### src/rtl/regfile_seq_ctrl.sv
// Operation sequencer for the TTM4 register file: walks one START'd operation through
// PH_A/GAP/PH_B/FIN and drives the active-low load, count and LOADBUS output strobes.
module regfile_seq_ctrl #(
  parameter int HOLD_CYCLES = 1,
  parameter int GAP_CYCLES  = 1
) (
  input  logic       CLK,
  input  logic       RST,
  input  logic       START,
  input  logic [2:0] OP,
  input  logic       ABORT,
  output logic       BUSY,
  output logic       DONE,
  output logic       ERR,
  output logic       LB_VALID,
  output logic       LB_NIB,
  output logic       nPC_LD,
  output logic       nPC_OPEN,
  output logic       nJRD_ST,
  output logic       nJRU_ST,
  output logic       nORD_ST,
  output logic       nORU_ST,
  output logic       nJRD_OUT,
  output logic       nJRU_OUT,
  output logic       nIRD_OUT,
  output logic       nIRU_OUT
);

  if (HOLD_CYCLES < 1 || HOLD_CYCLES > 15 || GAP_CYCLES < 0 || GAP_CYCLES > 15) begin : g_param_err
    $error("regfile_seq_ctrl: HOLD_CYCLES must be 1..15 and GAP_CYCLES 0..15");
  end

  typedef enum logic [2:0] {
    S_IDLE,
    S_PH_A,
    S_GAP,
    S_PH_B,
    S_FIN
  } state_t;

  localparam logic [2:0] OP_NOP      = 3'd0;
  localparam logic [2:0] OP_STORE_JP = 3'd1;
  localparam logic [2:0] OP_STORE_OR = 3'd2;
  localparam logic [2:0] OP_JUMP     = 3'd3;
  localparam logic [2:0] OP_READ_JP  = 3'd4;
  localparam logic [2:0] OP_READ_IR  = 3'd5;
  localparam logic [2:0] OP_STEP     = 3'd6;
  localparam logic [2:0] OP_ILLEGAL  = 3'd7;

  // Counters hold "cycles remaining minus one", so terminal count is zero.
  localparam logic [3:0] LP_HOLD_RLD = 4'(HOLD_CYCLES - 1);
  localparam logic [3:0] LP_GAP_RLD  = 4'(GAP_CYCLES - 1);

  state_t     r_state, w_state_nxt;
  logic [2:0] r_op, w_op_nxt;
  logic [3:0] r_cnt, w_cnt_nxt;

  logic r_busy, r_done, r_err, r_lb_valid, r_lb_nib;
  logic r_npc_ld, r_npc_open, r_njrd_st, r_njru_st, r_nord_st, r_noru_st;
  logic r_njrd_out, r_njru_out, r_nird_out, r_niru_out;

  logic w_busy, w_done, w_err, w_lb_valid, w_lb_nib;
  logic w_npc_ld, w_npc_open, w_njrd_st, w_njru_st, w_nord_st, w_noru_st;
  logic w_njrd_out, w_njru_out, w_nird_out, w_niru_out;

  always_comb begin
    w_state_nxt = r_state;
    w_op_nxt    = r_op;
    w_cnt_nxt   = r_cnt;
    case (r_state)
      S_IDLE, S_FIN: begin
        w_state_nxt = S_IDLE;
        if (START) begin
          w_op_nxt    = OP;
          w_cnt_nxt   = (OP == OP_READ_JP || OP == OP_READ_IR) ? LP_HOLD_RLD : 4'd0;
          w_state_nxt = (OP == OP_NOP || OP == OP_ILLEGAL) ? S_FIN : S_PH_A;
        end
      end
      S_PH_A: begin
        if (ABORT) begin
          w_state_nxt = S_IDLE;
          w_cnt_nxt   = 4'd0;
        end else if (r_cnt != 4'd0) begin
          w_cnt_nxt = r_cnt - 4'd1;
        end else begin
          case (r_op)
            OP_STORE_JP, OP_STORE_OR: begin
              w_state_nxt = S_PH_B;
              w_cnt_nxt   = 4'd0;
            end
            OP_READ_JP, OP_READ_IR: begin
              if (GAP_CYCLES > 0) begin
                w_state_nxt = S_GAP;
                w_cnt_nxt   = LP_GAP_RLD;
              end else begin
                w_state_nxt = S_PH_B;
                w_cnt_nxt   = LP_HOLD_RLD;
              end
            end
            default: w_state_nxt = S_FIN;
          endcase
        end
      end
      S_GAP: begin
        if (ABORT) begin
          w_state_nxt = S_IDLE;
          w_cnt_nxt   = 4'd0;
        end else if (r_cnt != 4'd0) begin
          w_cnt_nxt = r_cnt - 4'd1;
        end else begin
          w_state_nxt = S_PH_B;
          w_cnt_nxt   = LP_HOLD_RLD;
        end
      end
      S_PH_B: begin
        if (ABORT) begin
          w_state_nxt = S_IDLE;
          w_cnt_nxt   = 4'd0;
        end else if (r_cnt != 4'd0) begin
          w_cnt_nxt = r_cnt - 4'd1;
        end else begin
          w_state_nxt = S_FIN;
        end
      end
      default: begin
        w_state_nxt = S_IDLE;
        w_cnt_nxt   = 4'd0;
      end
    endcase
  end

  // Outputs are decoded from the next state and registered, so each output
  // reflects the state occupied during the same cycle.
  always_comb begin
    w_busy     = 1'b0;
    w_done     = 1'b0;
    w_err      = 1'b0;
    w_lb_nib   = 1'b0;
    w_npc_ld   = 1'b1;
    w_npc_open = 1'b1;
    w_njrd_st  = 1'b1;
    w_njru_st  = 1'b1;
    w_nord_st  = 1'b1;
    w_noru_st  = 1'b1;
    w_njrd_out = 1'b1;
    w_njru_out = 1'b1;
    w_nird_out = 1'b1;
    w_niru_out = 1'b1;
    case (w_state_nxt)
      S_PH_A: begin
        w_busy = 1'b1;
        case (w_op_nxt)
          OP_STORE_JP: w_njrd_st  = 1'b0;
          OP_STORE_OR: w_nord_st  = 1'b0;
          OP_JUMP:     w_npc_ld   = 1'b0;
          OP_READ_JP:  w_njrd_out = 1'b0;
          OP_READ_IR:  w_nird_out = 1'b0;
          OP_STEP:     w_npc_open = 1'b0;
          default: ;
        endcase
      end
      S_GAP: w_busy = 1'b1;
      S_PH_B: begin
        w_busy   = 1'b1;
        w_lb_nib = 1'b1;
        case (w_op_nxt)
          OP_STORE_JP: w_njru_st  = 1'b0;
          OP_STORE_OR: w_noru_st  = 1'b0;
          OP_READ_JP:  w_njru_out = 1'b0;
          OP_READ_IR:  w_niru_out = 1'b0;
          default: ;
        endcase
      end
      S_FIN: begin
        w_done = 1'b1;
        w_err  = (w_op_nxt == OP_ILLEGAL);
      end
      default: ;
    endcase
    w_lb_valid = ~(w_njrd_out & w_njru_out & w_nird_out & w_niru_out);
  end

  always_ff @(posedge CLK) begin
    if (RST) begin
      r_state    <= S_IDLE;
      r_op       <= OP_NOP;
      r_cnt      <= 4'd0;
      r_busy     <= 1'b0;
      r_done     <= 1'b0;
      r_err      <= 1'b0;
      r_lb_valid <= 1'b0;
      r_lb_nib   <= 1'b0;
      r_npc_ld   <= 1'b1;
      r_npc_open <= 1'b1;
      r_njrd_st  <= 1'b1;
      r_njru_st  <= 1'b1;
      r_nord_st  <= 1'b1;
      r_noru_st  <= 1'b1;
      r_njrd_out <= 1'b1;
      r_njru_out <= 1'b1;
      r_nird_out <= 1'b1;
      r_niru_out <= 1'b1;
    end else begin
      r_state    <= w_state_nxt;
      r_op       <= w_op_nxt;
      r_cnt      <= w_cnt_nxt;
      r_busy     <= w_busy;
      r_done     <= w_done;
      r_err      <= w_err;
      r_lb_valid <= w_lb_valid;
      r_lb_nib   <= w_lb_nib;
      r_npc_ld   <= w_npc_ld;
      r_npc_open <= w_npc_open;
      r_njrd_st  <= w_njrd_st;
      r_njru_st  <= w_njru_st;
      r_nord_st  <= w_nord_st;
      r_noru_st  <= w_noru_st;
      r_njrd_out <= w_njrd_out;
      r_njru_out <= w_njru_out;
      r_nird_out <= w_nird_out;
      r_niru_out <= w_niru_out;
    end
  end

  assign BUSY     = r_busy;
  assign DONE     = r_done;
  assign ERR      = r_err;
  assign LB_VALID = r_lb_valid;
  assign LB_NIB   = r_lb_nib;
  assign nPC_LD   = r_npc_ld;
  assign nPC_OPEN = r_npc_open;
  assign nJRD_ST  = r_njrd_st;
  assign nJRU_ST  = r_njru_st;
  assign nORD_ST  = r_nord_st;
  assign nORU_ST  = r_noru_st;
  assign nJRD_OUT = r_njrd_out;
  assign nJRU_OUT = r_njru_out;
  assign nIRD_OUT = r_nird_out;
  assign nIRU_OUT = r_niru_out;

endmodule

### config.mk
export PLATFORM = sky130hd
export DESIGN_NAME = regfile_seq_ctrl
export DESIGN_NICKNAME = d
export VERILOG_FILES = /design/src/rtl/regfile_seq_ctrl.sv
export SDC_FILE = /design/constraint.sdc
export NUM_CORES = 1
export LEC_CHECK = 0
export ABC_AREA = 1
export BUFFER_PORTS_ARGS = -buffer_cell sky130_fd_sc_hd__buf_2
export CORE_MARGIN = 3
export CORE_UTILIZATION = 53
export CTS_CLUSTER_SIZE = 8
export DETAILED_ROUTE_END_ITERATION = 7
export GPL_ROUTABILITY_DRIVEN = 0
export PLACE_DENSITY_LB_ADDON = 0.12
export SLEW_MARGIN = 10
export SYNTH_ARGS = -nofsm -noshare
export SYNTH_HDL_FRONTEND = slang
export SYNTH_SLANG_ARGS = --single-unit
export TNS_END_PERCENT = 10
### constraint.sdc
create_clock -name CLK -period 2 [get_ports CLK]
set_clock_uncertainty 0.15 [all_clocks]
set_input_delay 0.1 -clock CLK [delete_from_list [all_inputs] [get_ports CLK]]
set_output_delay 0.1 -clock CLK [all_outputs]
set_load 0.01 [all_outputs]
==> reports/qor.txt <==
OUTCOME
-----------------------------------------------------------------------------
Outcome                                                          finished, final reports clean

WORST SETUP PATH
-----------------------------------------------------------------------------
Number of cells on the worst reg-to-reg path                                9
Worst setup SP type                                                 flip-flop
Arrival time worst endpoint                                           1.92 ns
Longest individual stage delay on the worst path                      0.39 ns
Critical register-to-register path endpoint                          LB_VALID
Worst Path Required                                                   2.13 ns
Endpoint kind of the worst setup timing path                        flip-flop
Slack of the worst reg-to-reg path                                    0.22 ns
Buf/Inv on CP                                                               1
Critical path, cell by cell                                      inv_1 > ha_1 > nand2_1 > a21oi_1 > nand2_1 > nand2_1 > nand2_1 > o21ai_1 > nor2_1
Most common cell type on the critical path                       sky130_fd_sc_hd__nand2_1
Crit path launch                                                     r_cnt[0]
Slowest stage cell, crit path                                    sky130_fd_sc_hd__dfxtp_1
Type of the setup path with the least slack                           reg2reg
CP delay by family, top                                          simple AND/OR/NAND/NOR gates
Crit Path Max Fanout                                                       11
Launching point of the worst reg2reg path                            r_cnt[0]

STA
-----------------------------------------------------------------------------
Number of setup violations in the final report                              0
Worst rel slew slack                                                   75.83%
Worst slew pin tran                                                 0.3617 ns
RSZ-0062 raised after global routing                                    false
Min Tclk post-route                                                  1.783 ns
Aggregate negative setup slack                                           0 ns
Final count of hold timing violations                                       0
Maximum frequency from static timing analysis                       560.7 MHz
Worst hold margin                                                  0.02582 ns
Final-report max-slew violation count                                       0
Tcrit/Tclk final                                                       89.17%

WORST HOLD PATH
-----------------------------------------------------------------------------
Path category of the worst min-delay check                             in2reg
Worst hold path startpoint                                              ABORT
Worst Hold Path EP                                                 r_state[1]
Hold Path Stages                                                            4

SYNTH
-----------------------------------------------------------------------------
Register area share after synthesis                                    42.92%
Synthesized area divided by synthesized cell count                 7.288 um^2
Area share of the leading cell type in the synthesized netlist         42.92%
Synthesized netlist cell count                                            160
Yosys synthesis warning count                                               0
Most area-hungry cell type in the Yosys netlist                  sky130_fd_sc_hd__dfxtp_1
Post-synthesis sequential element count                                    25
Primary flip-flop cell chosen by synthesis mapping               sky130_fd_sc_hd__dfxtp_1
Post-Synthesis Net Count                                                  169
Async set-reset flop share out of synthesis                                0%
Commonest cells post-synth                                       sky130_fd_sc_hd__nand2_1, sky130_fd_sc_hd__nor2_1, sky130_fd_sc_hd__dfxtp_1
Summed instance area of the synthesized netlist                     1166 um^2
Most repeated cell in the gate-level netlist after synthesis     sky130_fd_sc_hd__nand2_1
Top post-synthesis cells by area                                 sky130_fd_sc_hd__dfxtp_1, sky130_fd_sc_hd__nand2_1, sky130_fd_sc_hd__nor2_1
Count of flip-flops with a built-in enable after synthesis                  0
Count of unique library cells instantiated by Yosys                        20

DRT
-----------------------------------------------------------------------------
1st-pass router iterations                                                  4
DR vias/cell                                                            5.160
Post-detailed-route wirelength per cell                              11.32 um
Total via count in the routed design                                     1099
DRT antenna net count                                                       0
Number of remaining DRC errors                                              0
1st-iter DRT viols                                                         31
Total wire length                                                    2.412 mm

DIE
-----------------------------------------------------------------------------
Starting density of the core                                           57.67%
Number of top-level pins                                                   22
Die Width                                                            52.91 um
Core area                                                           2022 um^2
Die area                                                            2799 um^2
Row Count                                                                  16
Height of the die                                                    52.91 um

GRT
-----------------------------------------------------------------------------
Overall global routing resource usage                                  20.02%
Maximum number of pins on one net before global-route repair               17
Global-route wire length before repair                               4.146 mm
Global route total overflow                                                 0
Via count of the first global-routing pass                               1023
Antenna violations before repair                                            0

FINAL LAYOUT
-----------------------------------------------------------------------------
Area taken by multi-input logic gates                              575.6 um^2
Cell area after layout                                              1351 um^2
Final net count                                                           196
Area growth from synthesis to layout                                   15.88%
Number of diodes added for antenna fixing                                   0
Final core utilization                                                 66.83%
Fraction of layout instances using a drive strength above 1            22.58%
Fill cell count                                                           183
Footprint of the flip-flops and latches                            500.5 um^2

PWR
-----------------------------------------------------------------------------
Power density over the cells                                     710.1 nW/um^2
Peak VDD IR                                                         0.7053 mV
Static power due to leakage                                         0.6427 nW

PLACEMENT
-----------------------------------------------------------------------------
Total of buffers placed on input and output ports                          21
Placed instance area                                                1290 um^2
HPWL after detailed placement                                        1.847 mm

CLOCK NETWORK
-----------------------------------------------------------------------------
Cts bufs inserted                                                           3
Clock latency on the worst-skew pair                                  0.33 ns
H-tree depth reported by CTS                                                1
Count of clock tree sinks                                                  25
TritonCTS clock tree                                                      yes
Clk buf depth                                                               2
Root buffer selected by CTS                                      sky130_fd_sc_hd__clkbuf_4
Clock transition at the registers of the reported paths               0.15 ns

FLOW RUN
-----------------------------------------------------------------------------
Maximum Capacitance Violations                                              0

worst register-to-register path: stages (launching register included):
cell and delay [ns]:
sky130_fd_sc_hd__dfxtp_1 0.39, sky130_fd_sc_hd__inv_1 0.07, sky130_fd_sc_hd__ha_1 0.20, sky130_fd_sc_hd__nand2_1 0.17, sky130_fd_sc_hd__a21oi_1 0.11, sky130_fd_sc_hd__nand2_1 0.09
sky130_fd_sc_hd__nand2_1 0.05, sky130_fd_sc_hd__nand2_1 0.28, sky130_fd_sc_hd__o21ai_1 0.13, sky130_fd_sc_hd__nor2_1 0.09
how the worst max path moves through the flow:
| stage | endpoint | slack, ns | depth (start not counted) |
|---|---|---|---|
| final | LB_VALID | 0.22 | 9 |
| after global routing | LB_VALID | 0.02 | 9 |
| after CTS | LB_VALID | 0.21 | 9 |
| after detailed placement | LB_VALID | 0.26 | 9 |
| after global placement | nJRD_OUT | 0.35 | 8 |
| after floorplan | nORD_ST | 0.51 | 9 |
per-stage QoR:
stage | setup WS (ns) | power [mW] | cells
finish | 0.2166 | 0.9596 | 213
global route | 0.02328 | 1.017 | 213
CTS | 0.2134 | 0.9671 | 213
detailed placement | 0.2565 | 0.7211 | 206
global placement | 0.3487 | 0.7142 | 206
floorplan | 0.5086 | 0.6797 | 160
timing repair:
action / CTS / global route
gates resized for setup: 0 / 0
setup endpoints to repair: 0 / 0
endpoints found under the hold margin: 10 / 0
hold buffers: 3 / 0
buffers inserted: 0 / 0
kinds of logic after synthesis:
group / count (synthesis) / synth area share [%]
simple gates: 98 / 41.09
buf+inv: 22 / 7.725
fa+ha+maj: 2 / 2.146
flops: 25 / 42.92
compound gates: 12 / 5.364
xor+xnor: 1 / 0.7512
flip-flops by register name, indices dropped and copies added, names as in the netlist:
| register | count |
|---|---|
| nIRD_OUT | 1 |
| nORD_ST | 1 |
| nPC_LD | 1 |
| nIRU_OUT | 1 |
| LB_NIB | 1 |
| r_op | 3 |
| nJRU_OUT | 1 |
| nORU_ST | 1 |
| DONE | 1 |
| r_state | 3 |
| nJRD_ST | 1 |
| nPC_OPEN | 1 |
| nJRU_ST | 1 |
| r_cnt | 4 |
| ERR | 1 |
| BUSY | 1 |
| nJRD_OUT | 1 |
| LB_VALID | 1 |
layout by cell type, fill, tap and decap left out, drive strengths merged:
cell,instances
a21oi,7
buf,21
clkbuf,3
dfxtp,25
dlygate4sd3,3
ha,2
inv,21
nand2,39
nand3,15
nand4,8
nor2,31
nor3,5
o21ai,4
o21bai,1
xor2,1
layer usage:
layer,wire length [um],track usage (%),vias to the layer above
met4,25,6.809,0
met2,1117,32.23,39
met3,176,5.634,4
li1,-,-,566
met5,0,0,-
met1,1092,25.52,490
layout make-up:
class                   count  area share (%)
clock inverters             1          0.6481
multi-input cells         113           42.59
inverters                  20           5.556
clock buffers               3           1.667
repair buffers             24           10.00
flip-flops and latches     25           37.04
well taps                  27           2.500
report_power, final:
| part | internal [mW] | switching, mW | leakage (nW) | total (mW) |
|---|---|---|---|---|
| sequential | 0.517 | 0.0135 | 0.204 | 0.530 |
| clock | 0.0814 | 0.162 | 0.0183 | 0.243 |
| combinational | 0.0616 | 0.124 | 0.421 | 0.186 |
| total | 0.660 | 0.300 | 0.643 | 0.960 |
(Power assumes the default switching activity.)
